**src/rtl/pe_operand_issue.sv**
```systemverilog
// pe_operand_issue: operand collection and issue stage in front of the PE
// functional unit (FU). Operands A and B are buffered in small FIFOs. The FU
// fires when both heads are present and the result register can take a new
// value. The FU result is then registered toward the downstream router.
// A start/iteration FSM bounds how many firings one configuration performs.
//
// Optional feature macro: PE_CONST_OPERAND_EN. When it is defined, operand B
// can instead come from a constant that is latched at cfg_start.
//
// Ports:
//   clk, rst                    clock, synchronous active-high reset
//   cfg_start/opcode/iter       start pulse and run configuration (iter 0 = unbounded)
//   cfg_const/cfg_use_const     constant operand B (PE_CONST_OPERAND_EN only)
//   in_a_*, in_b_*              operand valid/ready channels
//   fu_a, fu_b, fu_opcode       operands and opcode sent to the combinational FU
//   fu_result                   combinational FU result
//   out_data/valid/ready        registered result channel
//   busy, done, fire_cnt        run status
module pe_operand_issue #(
  parameter int unsigned DATA_W = 32,
  parameter int unsigned OP_W   = 4,
  parameter int unsigned DEPTH  = 2,
  parameter int unsigned ITER_W = 16
) (
  input  logic              clk,
  input  logic              rst,
  input  logic              cfg_start,
  input  logic [OP_W-1:0]   cfg_opcode,
  input  logic [ITER_W-1:0] cfg_iter,
`ifdef PE_CONST_OPERAND_EN
  input  logic [DATA_W-1:0] cfg_const,
  input  logic              cfg_use_const,
`endif
  input  logic [DATA_W-1:0] in_a_data,
  input  logic              in_a_valid,
  output logic              in_a_ready,
  input  logic [DATA_W-1:0] in_b_data,
  input  logic              in_b_valid,
  output logic              in_b_ready,
  output logic [DATA_W-1:0] fu_a,
  output logic [DATA_W-1:0] fu_b,
  output logic [OP_W-1:0]   fu_opcode,
  input  logic [DATA_W-1:0] fu_result,
  output logic [DATA_W-1:0] out_data,
  output logic              out_valid,
  input  logic              out_ready,
  output logic              busy,
  output logic              done,
  output logic [ITER_W-1:0] fire_cnt
);

  localparam int unsigned PTR_W = $clog2(DEPTH);
  localparam int unsigned CNT_W = PTR_W + 1;

  localparam logic [1:0] S_IDLE  = 2'd0;
  localparam logic [1:0] S_RUN   = 2'd1;
  localparam logic [1:0] S_DRAIN = 2'd2;
  localparam logic [1:0] S_DONE  = 2'd3;

  logic [1:0]        state, state_nxt;
  logic              latch_cfg;
  logic [ITER_W-1:0] iter_lim;
  logic              fire, last_fire;
  logic              b_avail, pop_b;

  logic [DATA_W-1:0] mem_a [DEPTH];
  logic [DATA_W-1:0] mem_b [DEPTH];
  logic [PTR_W-1:0]  wr_a, rd_a, wr_b, rd_b;
  logic [CNT_W-1:0]  cnt_a, cnt_b;
  logic              push_a, push_b;

  // FIFO flags; ready depends only on fullness, with no pass-through
  assign in_a_ready = (cnt_a != CNT_W'(DEPTH));
  assign in_b_ready = (cnt_b != CNT_W'(DEPTH));
  assign push_a     = in_a_valid && in_a_ready;
  assign push_b     = in_b_valid && in_b_ready;
  assign fu_a       = mem_a[rd_a];

`ifdef PE_CONST_OPERAND_EN
  logic              use_const_q;
  logic [DATA_W-1:0] const_q;

  // Constant operand B, latched with the run configuration
  always_ff @(posedge clk) begin
    if (rst) begin
      use_const_q <= 1'b0;
      const_q     <= '0;
    end else if (latch_cfg) begin
      use_const_q <= cfg_use_const;
      const_q     <= cfg_const;
    end
  end

  assign fu_b    = use_const_q ? const_q : mem_b[rd_b];
  assign b_avail = use_const_q || (cnt_b != '0);
  assign pop_b   = fire && !use_const_q;
`else
  assign fu_b    = mem_b[rd_b];
  assign b_avail = (cnt_b != '0);
  assign pop_b   = fire;
`endif

  assign fire      = (state == S_RUN) && (cnt_a != '0) && b_avail &&
                     (!out_valid || out_ready);
  assign last_fire = (iter_lim != '0) && (fire_cnt == iter_lim - ITER_W'(1));

  // Operand A FIFO pointers and occupancy
  always_ff @(posedge clk) begin
    if (rst) begin
      wr_a  <= '0;
      rd_a  <= '0;
      cnt_a <= '0;
    end else begin
      if (push_a) wr_a <= wr_a + PTR_W'(1);
      if (fire)   rd_a <= rd_a + PTR_W'(1);
      if (push_a && !fire)      cnt_a <= cnt_a + CNT_W'(1);
      else if (!push_a && fire) cnt_a <= cnt_a - CNT_W'(1);
    end
  end

  // Operand B FIFO pointers and occupancy
  always_ff @(posedge clk) begin
    if (rst) begin
      wr_b  <= '0;
      rd_b  <= '0;
      cnt_b <= '0;
    end else begin
      if (push_b) wr_b <= wr_b + PTR_W'(1);
      if (pop_b)  rd_b <= rd_b + PTR_W'(1);
      if (push_b && !pop_b)      cnt_b <= cnt_b + CNT_W'(1);
      else if (!push_b && pop_b) cnt_b <= cnt_b - CNT_W'(1);
    end
  end

  // FIFO storage; contents beyond the pointers are don't-care
  always_ff @(posedge clk) begin
    if (push_a) mem_a[wr_a] <= in_a_data;
    if (push_b) mem_b[wr_b] <= in_b_data;
  end

  // State register
  always_ff @(posedge clk) begin
    if (rst) state <= S_IDLE;
    else     state <= state_nxt;
  end

  // Next-state logic; cfg_start is honoured only in IDLE and DONE
  always_comb begin
    state_nxt = state;
    latch_cfg = 1'b0;
    case (state)
      S_IDLE, S_DONE: begin
        if (cfg_start) begin
          state_nxt = S_RUN;
          latch_cfg = 1'b1;
        end
      end
      S_RUN:   if (fire && last_fire) state_nxt = S_DRAIN;
      S_DRAIN: if (!out_valid || out_ready) state_nxt = S_DONE;
      default: state_nxt = S_IDLE;
    endcase
  end

  // Status flags, registered from the next state so they track state exactly
  always_ff @(posedge clk) begin
    if (rst) begin
      busy <= 1'b0;
      done <= 1'b0;
    end else begin
      busy <= (state_nxt == S_RUN) || (state_nxt == S_DRAIN);
      done <= (state_nxt == S_DONE);
    end
  end

  // Configuration, firing counter and result register
  always_ff @(posedge clk) begin
    if (rst) begin
      fu_opcode <= '0;
      iter_lim  <= '0;
      fire_cnt  <= '0;
      out_data  <= '0;
      out_valid <= 1'b0;
    end else begin
      if (latch_cfg) begin
        fu_opcode <= cfg_opcode;
        iter_lim  <= cfg_iter;
        fire_cnt  <= '0;
      end else if (fire) begin
        fire_cnt  <= fire_cnt + ITER_W'(1);
      end
      if (fire) begin
        out_data  <= fu_result;
        out_valid <= 1'b1;
      end else if (out_valid && out_ready) begin
        out_valid <= 1'b0;
      end
    end
  end

endmodule

```
**config.mk**
```make
export PLATFORM = sky130hd
export DESIGN_NAME = pe_operand_issue
export DESIGN_NICKNAME = d
export VERILOG_FILES = /design/src/rtl/pe_operand_issue.sv
export SDC_FILE = /design/constraint.sdc
export NUM_CORES = 1
export LEC_CHECK = 0
export CAP_MARGIN = 20
export CORE_MARGIN = 4
export CORE_UTILIZATION = 43
export CTS_CLUSTER_SIZE = 25
export DETAILED_ROUTE_END_ITERATION = 8
export PLACE_DENSITY = 0.86
export SLEW_MARGIN = 20
export SYNTH_ARGS = -nofsm -noshare
export SYNTH_HDL_FRONTEND = slang
export SYNTH_SLANG_ARGS = --single-unit
```
**constraint.sdc**
```tcl
create_clock -name clk -period 2.37 [get_ports clk]
set_input_delay 0.474 -clock clk [delete_from_list [all_inputs] [get_ports clk]]
set_output_delay 0.474 -clock clk [all_outputs]
set_load 0.03 [all_outputs]
```
==> summary.txt <==
Comb pwr share - 29.3%
nets - 1084
setup ws final - -0.212 ns
initial antenna violation count - 1
Yosys Warn Count - 0
min Tclk post-route - 2.58 ns
vias in the first global route - 6297
Place WS - -0.442 ns
worst-case reg-to-reg path depth - 9
Mapped Area - 0.00834 mm²
leakage power - 4.42 nW
drt drc - 0
most used flip-flop cell after synthesis - edfxtp_1
met3 global-route usage - 4.66%
initial core utilization - 44.1%
share of the synthesized area in the top cell type - 46.1%
Boundary Pins - 243
hold depth - 2
period utilization - 109%
Simple-Gate Fraction of Synth Area - 11.9%
post-route ant nets - 0
Syn Nets - 794
DIE WIDTH - 147 µm
critical path type - register to register
status - finished with violations
combinational family with the most area after synthesis - simple AND/OR/NAND/NOR gates
Avg Cell Area, Syn - 12.5 µm²
via/cell ratio - 4.92
Netlist cell types - 50
Switching Fraction - 30.8%
number of diodes - 0
commonest non-fill, non-tap cell in the layout - clkdlybuf4s50_1
met1 Resource Use GR - 20.5%
CTS sink cnt - 211
GRT Overall Usage - 18.0%
top cells by area, synth - edfxtp_1 46%, dfxtp_1 20%, mux2_2 8.6%
maxcap violations - 0
Gate Count Post-Synth - 665
failing checks - negative setup slack
core footprint - 0.0189 mm²
CTS tree - built
XOR/XNOR share of the synthesized area - 4.20%
Max Freq - 0.387 GHz
crit end category - register
Final GP Congestion - 0.831
Clk Tree Root Cell - clkbuf_16
Num CTS Buffers - 23
largest net degree at the start of global routing - 40
Hold Crit Class - input pin to register
Yosys top cell by area - edfxtp_1
EDFF count, synth - 128
Synth Area in Adders - 1.05%
Setup Skew - 0.0128 ns
mux cell area share after synthesis - 8.88%
RSZ-0062 raised after global routing - true
via count - 6062
Least-Margin Pin Slew - 0.515 ns
routed length per instance - 16.5 µm
Psw - 3.50 mW
routed wire length - 20300 µm
#FFs+latches synth - 211
endpoints failing hold - 0
Finish-stage setup viols - 2
share of cells above drive strength 1 - 19.0%
met2 GRT Util - 32.7%
Port Buffers - 242
internal power - 7.87 mW
pwr dens - 937 mW/mm²
Seq/Total Area, Yosys - 66.0%
sequential power share - 41.3%
CTS clk-pin slew, worst paths - 0.06 ns
Final Instance Area - 0.0121 mm²
H-tree Lvls - 1
die area - 0.0217 mm²
most frequent cells in the layout - 177 x clkdlybuf4s50_1, 128 x edfxtp_1, 115 x nand2_1, 76 x dfxtp_1, 64 x mux2_2
Worst IR Drop VDD - 0.000580 V
Slew Viols, Final - 0
DP Wirelength - 14300 µm
Startpoint Class - register
WP data required - 2.74 ns
Synth Area in Compound Gates - 5.73%
row count - 50
clock power share - 29.4%
total grt overflow - 0
Slew Limit Headroom - 65.7%
worst skew pair latency - 0.50 ns
Die H - 147 µm
Initial DRC Count - 288
area post-placement - 0.0114 mm²
worst-path fanout max - 4
# hold bufs at CTS - 0
global-route wire length before repair - 31800 µm
synth-to-layout area growth - 45.5%
Max Buffers Root-to-Sink - 3
gr busiest metal - met2
post-synthesis async set-or-reset flop share - 0%
Worst EP arrival - 2.96 ns
TritonRoute pass-1 iters - 4
filler instances - 1488
==> cells in the mapped netlist, drive strengths merged (8+ instances only) <==
master	instances
nand3	13
nor2	31
mux2	64
inv	9
nand2	115
dfxtp	83
and3	8
a21oi	63
xnor2	18
clkbuf	24
edfxtp	128
buf	11
xor2	22
==> layer usage <==
| metal | part of all wire (%) | vias up |
|---|---|---|
| met5 | 0.064 | - |
| met4 | 3.1 | 2 |
| met3 | 6.7 | 47 |
| met2 | 52 | 197 |
| met1 | 38 | 2872 |
| li1 | - | 2944 |
==> layout make-up <==
cell class              count  area (µm²)  area share [%]
clock buffers              31         627            5.16
clock inverters            11        83.8           0.691
inverters                   9        33.8           0.278
multi-input cells         410        2710            22.4
flip-flops and latches    211        5520            45.5
well taps                 260         325            2.68
repair buffers            300        2840            23.4
==> final timing paths <==
path                start            to  slack (ns)
min reg2reg  out_data[14]  out_data[14]        0.45
min                   rst      cnt_a[1]        0.22
max reg2reg   iter_lim[1]          busy       -0.21
max           iter_lim[1]          busy       -0.21
==> cells by family (layout without fill, tap and decap cells) <==
family                   Yosys count  in the layout
AO/OA/AOI/OAI                     84             84
XOR/XNOR                          40             40
adder cells (fa/ha/maj)            7              7
buffers and inverters             44            351
flip-flops                       211            211
multiplexers                      66             66
AND/OR/NAND/NOR                  213            213
==> power groups by stage <==
stage	clock, mW	sequential (mW)	combinational (mW)
6_report	3.35	4.69	3.33
5_1_grt	3.60	4.74	3.57
4_1_cts	3.45	4.70	3.36
3_5_place_dp	0	4.77	3.53
3_3_place_gp	0	4.73	3.49
2_1_floorplan	0	4.88	1.91
==> state kept, by name (all words and copies together), names as in the netlist, named ones only <==
register   count
mem_a         64
wr_b           1
rd_b           1
out_valid      1
iter_lim      16
fu_opcode      4
out_data      32
fire_cnt      16
cnt_a          2
cnt_b          2
busy           1
rd_a           1
done           1
state          2
wr_a           1
mem_b         64
==> what timing repair did <==
item	4_1_cts	5_1_grt
hold endpoints to repair	0	0
pin swaps	11	3
resized for setup	75	2
setup buffers	2	1
endpoints found under the setup margin	64	2
==> per-stage QoR <==
stage	hold WS (ns)	TNS, ns	total power, mW	utilization, %	instances
after floorplan	0.457	-0.0917	6.79	-	665
after global placement	0.441	-1.72	8.22	60.5	1187
after detailed placement	0.446	-2.47	8.30	60.5	1187
after CTS	0.202	-0.235	11.5	64.2	1231
after global routing	0.209	-0.563	11.9	64.2	1232
final	0.225	-0.296	11.4	64.2	1232
==> worst max-delay path, cell delays in order, from the launching register on <==
cell and delay (ns):
dfxtp_4 0.35, buf_4 0.14, or2_0 0.21, or3_1 0.34
a31oi_1 0.14, a21oi_1 0.08, or4_4 0.54, a221oi_2 0.26
ha_1 0.26, nor2b_1 0.12
Power figures use the tool's default switching activity.
